===== config.mk =====
export PLATFORM = sky130hd
export DESIGN_NAME = lab3_cache_mem_arbiter_flat
export DESIGN_NICKNAME = d
export VERILOG_FILES = /design/src/rtl/lab3_cache_mem_arbiter_if.sv /design/src/rtl/lab3_cache_mem_arbiter.sv /design/src/flat_wrapper.sv
export SDC_FILE = /design/constraint.sdc
export NUM_CORES = 1
export LEC_CHECK = 0
export ABC_AREA = 1
export CAP_MARGIN = 15
export CORE_AREA = 3 3 151 153
export CTS_CLUSTER_SIZE = 40
export DETAILED_ROUTE_END_ITERATION = 8
export DIE_AREA = 0 0 154 156
export PLACE_DENSITY_LB_ADDON = 0.3
export SYNTH_ARGS = -nofsm -noshare
export SYNTH_HDL_FRONTEND = slang
export SYNTH_SLANG_ARGS = --single-unit

===== constraint.sdc =====
create_clock -name clk -period 1.9 [get_ports clk]
set_input_delay 0.475 -clock clk [delete_from_list [all_inputs] [get_ports clk]]
set_output_delay 0.475 -clock clk [all_outputs]
set_load 0.01 [all_outputs]

===== src/rtl/lab3_cache_mem_arbiter_if.sv =====
// Valid/ready request/response channel pair used between each cache and the
// arbiter, and between the arbiter and the shared memory port.
// The requester side (a cache, or the arbiter toward memory) uses 'master'.
// The responder side (memory, or the arbiter toward each cache) uses 'slave'.
interface lab3_cache_mem_arbiter_if #(
    parameter int REQ_W  = 77,
    parameter int RESP_W = 47
);
    logic              req_val;
    logic              req_rdy;
    logic [REQ_W-1:0]  req_msg;
    logic              resp_val;
    logic              resp_rdy;
    logic [RESP_W-1:0] resp_msg;

    modport master (
        output req_val,
        output req_msg,
        output resp_rdy,
        input  req_rdy,
        input  resp_val,
        input  resp_msg
    );

    modport slave (
        input  req_val,
        input  req_msg,
        input  resp_rdy,
        output req_rdy,
        output resp_val,
        output resp_msg
    );
endinterface


===== src/rtl/lab3_cache_mem_arbiter.sv =====
// Two-port to one-port memory arbiter behind the I/D cache pair.
// The icache (cache0) and dcache (cache1) request streams are merged onto one
// shared memory port. A small ID FIFO records which cache owns each in-flight
// request, so that the in-order memory responses are routed back to the owner.
// Optional build macro LAB3_CACHE_ARB_DPRIO_EN selects fixed dcache priority
// instead of round-robin; the request lock applies in both builds.
module lab3_cache_mem_arbiter #(
    parameter int MAX_OUTST = 4
) (
    input  logic                            clk,
    input  logic                            reset,
    lab3_cache_mem_arbiter_if.slave         cache0,
    lab3_cache_mem_arbiter_if.slave         cache1,
    lab3_cache_mem_arbiter_if.master        mem,
    output logic                            arb_err
);
    localparam int PTR_W = $clog2(MAX_OUTST);
    localparam int CNT_W = $clog2(MAX_OUTST) + 1;

    logic                 grant;
    logic                 granted_val;
    logic                 lock_q;
    logic                 locked_id_q;
    logic                 rr_last_q;
    logic                 req_val_int;
    logic                 req_fire;
    logic                 resp_fire;
    logic                 fifo_full;
    logic                 fifo_empty;
    logic                 head_id;
    logic [MAX_OUTST-1:0] id_mem_q;
    logic [PTR_W-1:0]     wr_ptr_q;
    logic [PTR_W-1:0]     rd_ptr_q;
    logic [CNT_W-1:0]     count_q;

    assign fifo_full  = (count_q == CNT_W'(MAX_OUTST));
    assign fifo_empty = (count_q == '0);
    assign head_id    = id_mem_q[rd_ptr_q];

    // Pick the owner of the shared request port; an unaccepted request keeps its grant.
    always_comb begin
        grant = 1'b0;
        if (lock_q) begin
            grant = locked_id_q;
        end
`ifdef LAB3_CACHE_ARB_DPRIO_EN
        else if (cache1.req_val) begin
            grant = 1'b1;
        end
        else begin
            grant = 1'b0;
        end
`else
        else if (cache0.req_val && cache1.req_val) begin
            grant = ~rr_last_q;
        end
        else if (cache1.req_val) begin
            grant = 1'b1;
        end
        else begin
            grant = 1'b0;
        end
`endif
    end

    // Zero-latency request passthrough, stalled entirely while the ID FIFO is full.
    always_comb begin
        granted_val    = grant ? cache1.req_val : cache0.req_val;
        req_val_int    = !reset && granted_val && !fifo_full;
        req_fire       = req_val_int && mem.req_rdy;
        mem.req_val    = req_val_int;
        mem.req_msg    = grant ? cache1.req_msg : cache0.req_msg;
        cache0.req_rdy = !reset && !grant && mem.req_rdy && !fifo_full;
        cache1.req_rdy = !reset &&  grant && mem.req_rdy && !fifo_full;
    end

    // Route the memory response to the cache recorded at the FIFO head.
    always_comb begin
        cache0.resp_val = !reset && mem.resp_val && !fifo_empty && !head_id;
        cache1.resp_val = !reset && mem.resp_val && !fifo_empty &&  head_id;
        cache0.resp_msg = mem.resp_msg;
        cache1.resp_msg = mem.resp_msg;
        mem.resp_rdy    = !reset && !fifo_empty &&
                          (head_id ? cache1.resp_rdy : cache0.resp_rdy);
        resp_fire       = mem.resp_val && mem.resp_rdy;
    end

    // Hold the grant on a stalled request and remember the last winner for round-robin.
    always_ff @(posedge clk or posedge reset) begin
        if (reset) begin
            lock_q      <= 1'b0;
            locked_id_q <= 1'b0;
            rr_last_q   <= 1'b1;
        end
        else if (req_fire) begin
            lock_q    <= 1'b0;
            rr_last_q <= grant;
        end
        else if (req_val_int) begin
            lock_q      <= 1'b1;
            locked_id_q <= grant;
        end
    end

    // ID FIFO: push the owner on each accepted request, pop on each delivered response.
    always_ff @(posedge clk or posedge reset) begin
        if (reset) begin
            id_mem_q <= '0;
            wr_ptr_q <= '0;
            rd_ptr_q <= '0;
            count_q  <= '0;
        end
        else begin
            if (req_fire) begin
                id_mem_q[wr_ptr_q] <= grant;
                wr_ptr_q           <= wr_ptr_q + 1'b1;
            end
            if (resp_fire) begin
                rd_ptr_q <= rd_ptr_q + 1'b1;
            end
            case ({req_fire, resp_fire})
                2'b10:   count_q <= count_q + 1'b1;
                2'b01:   count_q <= count_q - 1'b1;
                default: count_q <= count_q;
            endcase
        end
    end

    // Sticky flag for a memory response that no outstanding request can own.
    always_ff @(posedge clk or posedge reset) begin
        if (reset) begin
            arb_err <= 1'b0;
        end
        else if (mem.resp_val && fifo_empty) begin
            arb_err <= 1'b1;
        end
    end
endmodule


===== src/flat_wrapper.sv =====
// flat-port wrapper written by rule: the top's interface ports become plain ports
module lab3_cache_mem_arbiter_flat 
#(
    parameter int MAX_OUTST = 4
)
  (clk, reset, arb_err, cache0_req_val, cache0_req_msg, cache0_resp_rdy, cache0_req_rdy, cache0_resp_val, cache0_resp_msg, cache1_req_val, cache1_req_msg, cache1_resp_rdy, cache1_req_rdy, cache1_resp_val, cache1_resp_msg, mem_req_val, mem_req_msg, mem_resp_rdy, mem_req_rdy, mem_resp_val, mem_resp_msg);
  lab3_cache_mem_arbiter_if #(.REQ_W((77)), .RESP_W((47))) cache0_i ();
  lab3_cache_mem_arbiter_if #(.REQ_W((77)), .RESP_W((47))) cache1_i ();
  lab3_cache_mem_arbiter_if #(.REQ_W((77)), .RESP_W((47))) mem_i ();
  input  logic clk;
  input  logic reset;
  output logic arb_err;
  input wire logic [$bits(cache0_i.req_val)-1:0] cache0_req_val;
  input wire logic [$bits(cache0_i.req_msg)-1:0] cache0_req_msg;
  input wire logic [$bits(cache0_i.resp_rdy)-1:0] cache0_resp_rdy;
  output wire logic [$bits(cache0_i.req_rdy)-1:0] cache0_req_rdy;
  output wire logic [$bits(cache0_i.resp_val)-1:0] cache0_resp_val;
  output wire logic [$bits(cache0_i.resp_msg)-1:0] cache0_resp_msg;
  input wire logic [$bits(cache1_i.req_val)-1:0] cache1_req_val;
  input wire logic [$bits(cache1_i.req_msg)-1:0] cache1_req_msg;
  input wire logic [$bits(cache1_i.resp_rdy)-1:0] cache1_resp_rdy;
  output wire logic [$bits(cache1_i.req_rdy)-1:0] cache1_req_rdy;
  output wire logic [$bits(cache1_i.resp_val)-1:0] cache1_resp_val;
  output wire logic [$bits(cache1_i.resp_msg)-1:0] cache1_resp_msg;
  output wire logic [$bits(mem_i.req_val)-1:0] mem_req_val;
  output wire logic [$bits(mem_i.req_msg)-1:0] mem_req_msg;
  output wire logic [$bits(mem_i.resp_rdy)-1:0] mem_resp_rdy;
  input wire logic [$bits(mem_i.req_rdy)-1:0] mem_req_rdy;
  input wire logic [$bits(mem_i.resp_val)-1:0] mem_resp_val;
  input wire logic [$bits(mem_i.resp_msg)-1:0] mem_resp_msg;
  assign cache0_i.req_val = cache0_req_val;
  assign cache0_i.req_msg = cache0_req_msg;
  assign cache0_i.resp_rdy = cache0_resp_rdy;
  assign cache0_req_rdy = cache0_i.req_rdy;
  assign cache0_resp_val = cache0_i.resp_val;
  assign cache0_resp_msg = cache0_i.resp_msg;
  assign cache1_i.req_val = cache1_req_val;
  assign cache1_i.req_msg = cache1_req_msg;
  assign cache1_i.resp_rdy = cache1_resp_rdy;
  assign cache1_req_rdy = cache1_i.req_rdy;
  assign cache1_resp_val = cache1_i.resp_val;
  assign cache1_resp_msg = cache1_i.resp_msg;
  assign mem_req_val = mem_i.req_val;
  assign mem_req_msg = mem_i.req_msg;
  assign mem_resp_rdy = mem_i.resp_rdy;
  assign mem_i.req_rdy = mem_req_rdy;
  assign mem_i.resp_val = mem_resp_val;
  assign mem_i.resp_msg = mem_resp_msg;
  lab3_cache_mem_arbiter #(.MAX_OUTST(MAX_OUTST)) u_core (.clk(clk), .reset(reset), .cache0(cache0_i), .cache1(cache1_i), .mem(mem_i), .arb_err(arb_err));
endmodule

==> flow_metrics.tcl <==
set metrics [dict create \
    outcome "complete, but fails checks" \
    failed_checks "negative setup slack" \
    finClkSkew_ns 0.00474 \
    layout-area-overhead-vs-synth_pct 133 \
    clock.fmax_mhz 439 \
    drv_slew 0 \
    clk_path_buf_depth 2 \
    antennaDiodeCount 0 \
    die_area_um2 24000 \
    io_pins 387 \
    synth-seq-area-share_pct 14.4 \
    final_cell_mix "clkdlybuf4s50_1 (159), nand2_1 (141), nand2_2 (85)" \
    vias_per_cell 3.64 \
    cp-end-kind "register" \
    antenna_found_initial 0 \
    grt_max_degree 15 \
    drt_pre_antenna_iters 4 \
    place_hpwl_um 12500 \
    nNetsFinal 892 \
    hp-class "reg2reg" \
    rows 54 \
    yosys_warnings 0 \
    drtIter0Drc 197 \
    cpPeakStageDelay_ns 0.55 \
    yosysUniqueCellTypes 24 \
    initial_core_util_pct 12.1 \
    reg2reg_slack_ns -0.38 \
    cts-root-buf "clkbuf_16" \
    maxCapViolations 0 \
    fp.dieH_um 156 \
    crit_required_ns 2.02 \
    vdd_ir_drop_max_v 0.000552 \
    setup_viol 82 \
    syn_nets 674 \
    critPathMaxFanout 5 \
    min_period_over_period_pct 120 \
    hold_viol 0 \
    fp.coreArea_um2 21700 \
    setup.worst_path.start "u_core.rr_last_q" \
    place_area_um2 5070 \
    synth_area_um2 2620 \
    slowest_stage "dfstp_2" \
    syn_avg_cell_area_um2 5.70 \
    met1_usage_pct 14.7 \
    p_leak_nw 3.04 \
    ys_seq_elements 15 \
    setup_ws_ns -0.375 \
    die_x_um 154 \
    crit_chain "nand2_2, nand3_4, nand2_8, buf_12, buf_6, nand3_4, nand2_4, nand2_4, ha_4, inv_2, fa_2, a21oi_2, o21ai_2, xor2_1" \
    timing.rr.start "u_core.rr_last_q" \
    drc_errors 0 \
    cts_made_buffers 3 \
    worst-endpoint-arrival_ns 2.40 \
    power.density_nw_per_um2 1210 \
    grt_overflow_total 0 \
    htree_num_levels 1 \
    detail-route-antenna-nets 0 \
    clk_latency_ns 0.25 \
    rsz0062_at_grt "yes" \
    hold_buffers 0 \
    reg2reg_depth 14 \
    vias 3479 \
    cp-endpoint "u_core.count_q[2]" \
    post-route-min-period_ns 2.28 \
    gp_congestion 0.773 \
    grt_pass1_vias 3453 \
    wl_um 16400 \
    r2r-end "u_core.count_q[2]" \
    critPathKind "reg2reg" \
    start_kind "register" \
    power.total_mw 7.40 \
    grtUsageMet2_pct 20.3 \
    busiest_layer "met2" \
    wl_per_cell_um 17.1 \
    grt_use_total_pct 12.1 \
    clk_pin_slew_ns 0.05 \
    clock_sinks 15 \
    maxSlewHeadroom_pct 84.5 \
    final_area_um2 6100 \
    grt_pass1_wl_um 22300 \
    port_buffers 245 \
    hold_ws_ns 0.487 \
    tightest_slew_ns 0.232 \
    syn_inst 459 \
    mostFrequentLayoutCell "clkdlybuf4s50_1" \
    cts_tree "built" \
    grt_use_met3_pct 5.69 \
    drive_gt1_share_pct 47.2 \
]
cell families after synthesis:
| family | share of synthesized area [%] |
|---|---|
| AO/OA/AOI/OAI | 1.05 |
| flip-flops | 14.4 |
| AND/OR/NAND/NOR | 45.6 |
| buffers and inverters | 34.7 |
| adder cells (fa/ha/maj) | 3.16 |
| XOR/XNOR | 1.00 |
worst min path at each step:
stage / slack, ns / cells past startpoint / from / to
after global placement: 0.46 / 2 / u_core.locked_id_q / u_core.locked_id_q
after detailed placement: 0.46 / 2 / u_core.id_mem_q[2] / u_core.id_mem_q[2]
after global routing: 0.50 / 2 / u_core.lock_q / u_core.lock_q
final: 0.49 / 2 / u_core.id_mem_q[3] / u_core.id_mem_q[3]
after CTS: 0.48 / 2 / u_core.id_mem_q[0] / u_core.id_mem_q[0]
after floorplan: 0.31 / 1 / reset / u_core.arb_err
per-layer routing:
| layer | routed length (µm) | vias to the layer above |
|---|---|---|
| met5 | 0 | - |
| met4 | 146 | 0 |
| met3 | 1860 | 8 |
| met2 | 7870 | 225 |
| met1 | 6500 | 1525 |
| li1 | - | 1721 |
power by group:
group          leakage (nW)  total (mW)  internal, mW  switching [mW]
Combinational          2.81        6.41          3.37            3.04
Clock                0.0409       0.418         0.281           0.137
Sequential            0.183       0.577         0.464           0.113
synth_stat cells, drive strengths merged:
| master | instances | area share, % |
|---|---|---|
| a21oi | 1 | 0.19 |
| buf | 113 | 32 |
| dfrtp | 14 | 13 |
| dfstp | 1 | 1.0 |
| fa | 1 | 0.77 |
| ha | 5 | 2.4 |
| inv | 20 | 2.9 |
| nand2 | 269 | 39 |
| nand3 | 14 | 3.3 |
| nand4 | 6 | 1.4 |
| nor2 | 5 | 0.91 |
| nor3 | 3 | 0.77 |
| o21ai | 3 | 0.57 |
| o21bai | 1 | 0.29 |
| xnor2 | 1 | 0.33 |
| xor2 | 2 | 0.67 |
area by class of cell:
cell class | instances | area (µm²)
Fill cell | 2340 | 15600
Inverter | 20 | 86.3
Timing Repair Buffer | 326 | 3280
Multi-Input combinational cell | 311 | 1930
Sequential cell | 15 | 377
Tap cell | 280 | 350
Clock inverter | 1 | 5.00
Clock buffer | 3 | 75.1
registers in the layout (all words and copies together), names as in the netlist:
register            cells
u_core.id_mem_q         4
u_core.count_q          3
u_core.rd_ptr_q         2
u_core.wr_ptr_q         2
u_core.arb_err          1
u_core.lock_q           1
u_core.locked_id_q      1
u_core.rr_last_q        1
stage by stage:
| stage | TNS (ns) | setup WS (ns) | utilization, % | cells |
|---|---|---|---|---|
| 2_1_floorplan | -0.274 | -0.196 | - | 459 |
| 3_3_place_gp | -74.81 | -0.985 | 23.4 | 918 |
| 3_5_place_dp | -73.68 | -0.963 | 23.4 | 918 |
| 4_1_cts | -23.54 | -0.406 | 25.9 | 951 |
| 5_1_grt | -27.71 | -0.478 | 28.1 | 956 |
| 6_report | -22.07 | -0.375 | 28.1 | 956 |
worst max-delay path: cells and delay by family (launching register included):
kind | cells | cell delay, ns
DFF | 1 | 0.55
xor gates and xnor gates | 1 | 0.14
AOI/OAI and AO/OA | 2 | 0.22
adders and majority gates | 2 | 0.49
buffers and inverters | 3 | 0.30
and+or+nand+nor | 6 | 0.42
what timing repair did:
| action | in CTS | in global routing |
|---|---|---|
| resized for setup | 480 | 125 |
| setup buffers | 25 | 7 |
| endpoints found under the setup margin | 86 | 85 |
| gates cloned | 7 | 1 |
| hold endpoints to repair | 0 | 0 |
| pin swaps | 25 | 31 |
Note: power is estimated with default switching activity, not from simulation.
